$ cat src/rtl/uart_rx_ctrl.sv
// UART receive frame sequencer: synchronises rxin, finds the start bit with
// OS_RATE oversampling, samples mid-bit and delivers the word plus error flags.
module uart_rx_ctrl #(
  parameter int DATA_BITS = 8,
  parameter int OS_RATE   = 16
) (
  input  logic                 clk,
  input  logic                 reset,
  input  logic                 baud_tick,
  input  logic                 rxin,
  input  logic                 parity_en,
  input  logic                 parity_odd,
  output logic                 busy,
  output logic                 shift_en,
  output logic                 sample_bit,
  output logic                 checkparity,
  output logic                 checkstop,
  output logic [DATA_BITS-1:0] rx_data,
  output logic                 data_valid,
  output logic                 parity_error,
  output logic                 stop_error,
  output logic [2:0]           state_dbg
);

  localparam int OSW = $clog2(OS_RATE);
  localparam int BCW = $clog2(DATA_BITS);
  localparam logic [OSW-1:0] OS_HALF  = OSW'(OS_RATE / 2 - 1);
  localparam logic [OSW-1:0] OS_LAST  = OSW'(OS_RATE - 1);
  localparam logic [BCW-1:0] BIT_LAST = BCW'(DATA_BITS - 1);

  typedef enum logic [2:0] {
    S_IDLE   = 3'd0,
    S_START  = 3'd1,
    S_DATA   = 3'd2,
    S_PARITY = 3'd3,
    S_STOP   = 3'd4
  } state_t;

  state_t               state;
  logic                 rx_meta;
  logic                 rxs;
  logic                 rxs_d;
  logic [OSW-1:0]       os_cnt;
  logic [BCW-1:0]       bit_cnt;
  logic [DATA_BITS-1:0] shreg;
  logic                 par_acc;
  logic                 par_err_q;
  logic                 par_en_q;
  logic                 par_odd_q;

  // Synchroniser flops reset high so release from reset never looks like a start edge.
  always_ff @(posedge clk or posedge reset) begin
    if (reset) begin
      rx_meta <= 1'b1;
      rxs     <= 1'b1;
      rxs_d   <= 1'b1;
    end else begin
      rx_meta <= rxin;
      rxs     <= rx_meta;
      rxs_d   <= rxs;
    end
  end

  always_ff @(posedge clk or posedge reset) begin
    if (reset) begin
      state        <= S_IDLE;
      os_cnt       <= '0;
      bit_cnt      <= '0;
      shreg        <= '0;
      par_acc      <= 1'b0;
      par_err_q    <= 1'b0;
      par_en_q     <= 1'b0;
      par_odd_q    <= 1'b0;
      shift_en     <= 1'b0;
      sample_bit   <= 1'b0;
      rx_data      <= '0;
      data_valid   <= 1'b0;
      parity_error <= 1'b0;
      stop_error   <= 1'b0;
    end else begin
      shift_en   <= 1'b0;
      data_valid <= 1'b0;
      case (state)
        S_IDLE: begin
          // Edge search runs every clk; a tick on the edge cycle is not counted.
          if (rxs_d && !rxs) begin
            os_cnt    <= '0;
            par_en_q  <= parity_en;
            par_odd_q <= parity_odd;
            state     <= S_START;
          end
        end
        S_START: begin
          if (baud_tick) begin
            if (os_cnt == OS_HALF) begin
              os_cnt <= '0;
              if (!rxs) begin
                bit_cnt <= '0;
                par_acc <= 1'b0;
                state   <= S_DATA;
              end else begin
                state <= S_IDLE;
              end
            end else begin
              os_cnt <= os_cnt + 1'b1;
            end
          end
        end
        S_DATA: begin
          if (baud_tick) begin
            if (os_cnt == OS_LAST) begin
              os_cnt     <= '0;
              shift_en   <= 1'b1;
              sample_bit <= rxs;
              shreg      <= {rxs, shreg[DATA_BITS-1:1]};
              par_acc    <= par_acc ^ rxs;
              if (bit_cnt == BIT_LAST) begin
                state <= par_en_q ? S_PARITY : S_STOP;
              end else begin
                bit_cnt <= bit_cnt + 1'b1;
              end
            end else begin
              os_cnt <= os_cnt + 1'b1;
            end
          end
        end
        S_PARITY: begin
          if (baud_tick) begin
            if (os_cnt == OS_LAST) begin
              os_cnt    <= '0;
              par_err_q <= (par_acc ^ rxs) != par_odd_q;
              state     <= S_STOP;
            end else begin
              os_cnt <= os_cnt + 1'b1;
            end
          end
        end
        S_STOP: begin
          if (baud_tick) begin
            if (os_cnt == OS_LAST) begin
              // Leave at mid-stop-bit so a start bit right after it is caught.
              os_cnt       <= '0;
              data_valid   <= 1'b1;
              parity_error <= par_en_q & par_err_q;
              stop_error   <= ~rxs;
              rx_data      <= rxs ? shreg : '0;
              state        <= S_IDLE;
            end else begin
              os_cnt <= os_cnt + 1'b1;
            end
          end
        end
        default: state <= S_IDLE;
      endcase
    end
  end

  assign busy        = (state != S_IDLE);
  assign checkparity = (state == S_PARITY);
  assign checkstop   = (state == S_STOP);
  assign state_dbg   = state;

endmodule

$ cat config.mk
export PLATFORM = sky130hd
export DESIGN_NAME = uart_rx_ctrl
export DESIGN_NICKNAME = d
export VERILOG_FILES = /design/src/rtl/uart_rx_ctrl.sv
export SDC_FILE = /design/constraint.sdc
export NUM_CORES = 1
export LEC_CHECK = 0
export CAP_MARGIN = 10
export CORE_ASPECT_RATIO = 0.9
export CORE_MARGIN = 2
export CORE_UTILIZATION = 44
export CTS_CLUSTER_SIZE = 20
export DETAILED_ROUTE_END_ITERATION = 12
export PLACE_DENSITY = 0.63
export SLEW_MARGIN = 40
export SYNTH_ARGS = -nofsm -noshare
export SYNTH_HDL_FRONTEND = slang
export SYNTH_SLANG_ARGS = --single-unit
$ cat constraint.sdc
create_clock -name clk -period 4.5 [get_ports clk]
set_clock_uncertainty 0.2 [all_clocks]
set_input_delay 0.9 -clock clk [delete_from_list [all_inputs] [get_ports clk]]
set_output_delay 0.9 -clock clk [all_outputs]
set_load 0.02 [all_outputs]
After elaboration in Yosys (flattened, before gate mapping)
Cells that the tools add are included.
{"block": "op_classes", "n_reduce_logical": 15, "n_addsub": 2, "eq_ne": 21, "bitwise": 3, "n_mux": 37}
{"operator": "two-way mux 3 bit", "n": 17}
{"operator": "two-way mux 4 bit", "n": 5}
{"operator": "inequality test 2 bit (second input constant)", "n": 10}
{"operator": "one-hot mux 3 bit (5 select lines)", "n": 1}
{"operator": "one-hot mux 4 bit (3 select lines)", "n": 1}
{"operator": "AND reduction 10 bit", "n": 1}
{"operator": "two-way mux 1 bit", "n": 9}
{"operator": "AND reduction 3 bit", "n": 3}
{"operator": "two-way mux 8 bit", "n": 1}
{"operator": "AND reduction 7 bit", "n": 1}
{"operator": "equality test 3 x 2 -> 1 bit (second input constant)", "n": 2}
{"operator": "equality test 3 bit (second input constant)", "n": 2}
{"operator": "inequality test 2 x 1 -> 1 bit (second input constant)", "n": 3}
{"operator": "one-hot mux 3 bit (2 select lines)", "n": 1}
{"operator": "AND reduction 6 bit", "n": 1}
{"operator": "nonzero test 3 bit", "n": 2}
{"operator": "adder 4 x 1 -> 4 bit (second input constant)", "n": 1}
{"operator": "equality test 4 x 3 -> 1 bit (second input constant)", "n": 1}
{"operator": "equality test 4 bit (second input constant)", "n": 1}
{"operator": "AND reduction 4 bit", "n": 1}
{"operator": "adder 3 x 1 -> 3 bit (second input constant)", "n": 1}
{"operator": "equality test 3 x 1 -> 1 bit (second input constant)", "n": 1}
{"operator": "zero test 3 bit", "n": 1}
{"operator": "OR reduction 3 bit", "n": 1}
{"operator": "10 further kinds", "n": 10}
{"block": "word_totals", "input_bits": 6, "register_bits": 38, "wordCells": 95}

Logic depth before layout (Yosys ltp)
{"block": "logic_depth", "depth_word": 5, "depth_mapped": 7, "mapped_depth_nobuf": 7}

Worst setup path after synthesis
No wires, ideal clock.
{"block": "synth_path", "path_kind": "in2reg", "from": "input port baud_tick", "to": "register shreg[0]", "slack_ns": 2.398, "arrival_ns": 1.778, "path_buffers": 0, "path_stages": 3, "cell_sequence": "nand4_2 nor3_4 mux2_2"}
{"block": "synth_via", "elab_chain_cells": 1}
{"item": "start, declared", "line": "9", "source": "input logic baud_tick,"}
{"item": "AND reduction 3 bit (no line)"}
{"item": "end signal, assigned", "line": "115", "source": "shreg <= {rxs, shreg[DATA_BITS-1:1]};"}
{"item": "end, declared", "line": "45", "source": "logic [DATA_BITS-1:0] shreg;"}
Every way passes these cells.
A chain may end at the register's enable or synchronous reset.

Worst setup path after layout
{"block": "layout_path", "from": "register state[0], in the netlist state_dbg[0]", "to": "output port checkstop"}
{"block": "layout_via", "elab_chain_cells": 1}
{"item": "start, declared", "line": "39", "source": "state_t state;"}
{"item": "start signal, assigned", "line": "118", "source": "state <= par_en_q ? S_PARITY : S_STOP;"}
{"item": "equality test 3 bit", "line": "160", "source": "assign checkstop = (state == S_STOP);"}
{"item": "end, declared", "line": "17", "source": "output logic checkstop,"}
Every way passes these cells.

==> results.py <==
metrics = {
    "status": {
        "run_status": "completed",
    },
    "clocking": {
        "cts_inserted_buffers": 5,
        "postCtsResizedCells": 0,
        "ctsRootBufferMaster": "sky130_fd_sc_hd__clkbuf_8",
        "cts_hold_buf": 0,
        "cts_tree": "yes",
        "cts.sink_count": 37,
        "clock_latency_on_the_worst_skew_pair_ps": 280,
        "clkSlewWorstSetupHoldPaths_ps": 70,
        "htreeDepth": 2,
        "setup_repair_bufs_after_cts": 0,
        "clock_tree.buffer_depth": 2,
    },
    "synthesis": {
        "synth_cell_types": 37,
        "avgSynthCellArea_sq_um": 10.3,
        "synth_commonest_cells": "sky130_fd_sc_hd__dfrtp_1 (34), sky130_fd_sc_hd__nand2_1 (31), sky130_fd_sc_hd__o21ai_0 (20)",
        "synth.yosys.seq_area_share": 0.541,
        "yosys_warnings": 0,
        "mappedNetlistArea_sq_um": 1720,
        "synthesized_netlist_net_count": 175,
        "largest_area_contributor_in_the_synthesized_netlist": "sky130_fd_sc_hd__dfrtp_1",
        "synth.ff_latch_count": 37,
        "ys_dominant_reg_cell": "sky130_fd_sc_hd__dfrtp_1",
        "synth_top_cells_by_area": "sky130_fd_sc_hd__dfrtp_1 (50%), sky130_fd_sc_hd__mux2_2 (7.2%), sky130_fd_sc_hd__nand2_1 (6.8%)",
        "synth_enable_flop_cells": 0,
        "synth-async-reset-ratio": 1.00,
        "synth_largest_type_area_fraction": 0.495,
        "synthMostInstantiatedCell": "sky130_fd_sc_hd__dfrtp_1",
        "postSynthCellCount": 166,
    },
    "placed_design": {
        "placedCellCount": 230,
        "hpwl_um": 2250,
        "gp_congestion": 0.721,
        "dp_slack_ps": 1650,
        "dpl-instance-area_sq_um": 1970,
        "io_buffers": 24,
    },
    "pwr": {
        "power.static_leakage_nw": 0.934,
        "vdd_drop_max_mv": 0.267,
        "power.density_nw_per_um2": 399,
    },
    "sta": {
        "max_slew.worst_pin.slew_ps": 626,
        "final_critical_path_setup_slack_ps": 1540,
        "timing.final.crit_period_ps": 2960,
        "final-hold-violation-count": 0,
        "unrepaired_setup_endpoints_after_global_routing": "no",
        "finalSetupTns_ps": 0,
        "finalCritPeriodShare": 0.658,
        "achievable-frequency_mhz": 338,
        "final_max_slew_viol_count": 0,
        "timing.slew.headroom": 0.582,
        "setup_viol": 0,
    },
    "die": {
        "io_pins": 25,
        "core.rowCount": 21,
        "core_sq_um": 3730,
        "floorplan.initialDensity": 0.460,
        "die_y_um": 63.3,
        "die-width_um": 69.9,
        "design.die.area_sq_um": 4420,
    },
    "route": {
        "ant_nets": 0,
        "routed_wl_um": 3060,
        "firstDrtPassIters": 4,
        "post_drt_wl_per_cell_um": 12.8,
        "initialDrtViolationCount": 76,
        "drt-vias-per-instance": 5.20,
        "remaining_design_rule_violation_count": 0,
        "via_count": 1237,
    },
    "critical_path": {
        "worstPathMaxFanout": 13,
        "worst-endpoint-arrival_ps": 1860,
        "worst_ep_required_time_ps": 3400,
        "worst_setup_path_start_kind": "flip-flop",
        "setup.worst_path.class": "flip-flop to output port",
        "cp-end-kind": "output port",
    },
    "finish": {
        "layoutNonFillerInstCount": 238,
        "antenna_cells_inserted": 0,
        "layout.cell_area.non_filler_sq_um": 2060,
        "area_delta_synth_final_pct": 19.7,
        "ff_latch_area_sq_um": 930,
        "nets": 200,
        "multi_input_gate_area_sq_um": 702,
        "fin_util": 0.551,
        "drive_gt1_frac": 0.135,
        "num-fill-cells": 338,
    },
    "global_route": {
        "grt_pass1_wl_um": 5620,
        "gr-total-overflow": 0,
        "maximum_number_of_pins_on_one_net_before_global_route_repair": 38,
        "global_route.usage.total": 0.160,
        "number_of_antenna_violations_at_the_first_check_in_global_routing": 0,
        "grt_pass1_vias": 1208,
    },
    "hold_path": {
        "holdCritPathClass": "flip-flop to flip-flop",
    },
    "job": {
        "max_cap_violations": 0,
    },
}
## worst max-delay path: stages (launching register included)
cell and delay (ps):
sky130_fd_sc_hd__dfrtp_1 520, sky130_fd_sc_hd__nor2_1 220, sky130_fd_sc_hd__nand2_1 100, sky130_fd_sc_hd__inv_1 130, sky130_fd_sc_hd__clkdlybuf4s50_1 610
## per-stage QoR
step | power (mW) | hold slack [ps]
2_1_floorplan | 0.567 | 145
3_3_place_gp | 0.604 | 147
3_5_place_dp | 0.614 | 154
4_1_cts | 0.831 | 164
5_1_grt | 0.882 | 171
6_report | 0.820 | 160
## state kept, by name, summed over array words and instances (netlist names)
| signal | flops |
|---|---|
| data_valid | 1 |
| par_acc | 1 |
| rxs | 1 |
| bit_cnt | 3 |
| state_dbg | 3 |
| shreg | 7 |
| parity_error | 1 |
| sample_bit | 1 |
| os_cnt | 4 |
| par_en_q | 1 |
| rx_data | 8 |
| rxs_d | 1 |
| par_err_q | 1 |
| shift_en | 1 |
| rx_meta | 1 |
| stop_error | 1 |
| par_odd_q | 1 |
## where the power goes
part	switching (mW)	leakage (nW)	total (mW)	internal (mW)
registers	0.0534	0.477	0.443	0.389
logic	0.0769	0.413	0.163	0.0860
clock network	0.107	0.0450	0.214	0.107
total	0.237	0.934	0.820	0.583
## worst paths after layout
| path | start | depth (start not counted) | endpoint | slack (ps) |
|---|---|---|---|---|
| max | state_dbg[0] | 4 | checkstop | 1540 |
| min | rx_meta | 0 | rxs | 160 |
| max reg2reg | state_dbg[2] | 5 | state_dbg[1] | 2450 |
| min reg2reg | rx_meta | 0 | rxs | 160 |
| max in group asynchronous | reset | 3 | rxs | 2930 |
| min in group asynchronous | reset | 3 | rx_data[4] | 830 |
## logic make-up after synthesis
kind of cell	count (synthesis)	share of synthesized area
AO/OA/AOI/OAI	37	0.133
XOR/XNOR	4	0.0204
adder cells (fa/ha/maj)	3	0.0219
buffers and inverters	17	0.0503
flip-flops	37	0.541
multiplexers	11	0.0721
AND/OR/NAND/NOR	57	0.162
## placed cells by master (no fill, tap or decap), drive strengths merged, types with 3 or more instances in the layout
cell type,synthesis,final
nand3,4,4
mux2,11,11
clkdlybuf4s50,0,24
o21ai,21,21
a22o,3,3
a21oi,3,3
nand2b,3,3
dfstp,3,3
dfrtp,34,34
nand2,31,31
nor2,8,8
clkbuf,3,6
ha,3,3
inv,10,10
xnor2,3,3
## final cells by class
class                           count  area share
Inverter                           10      0.0182
Multi-Input combinational cell    112       0.341
Clock inverter                      2     0.00487
Timing Repair Buffer               25       0.120
Clock buffer                        6      0.0353
Tap cell                           46      0.0280
Sequential cell                    37       0.452
## metal layers
layer / track usage / part of all wire
met1: 0.218 / 0.49
met4: 0.0505 / 0.012
met5: 0 / 0
met3: 0.0528 / 0.045
met2: 0.244 / 0.45
Note: power is estimated with default switching activity, not from simulation.
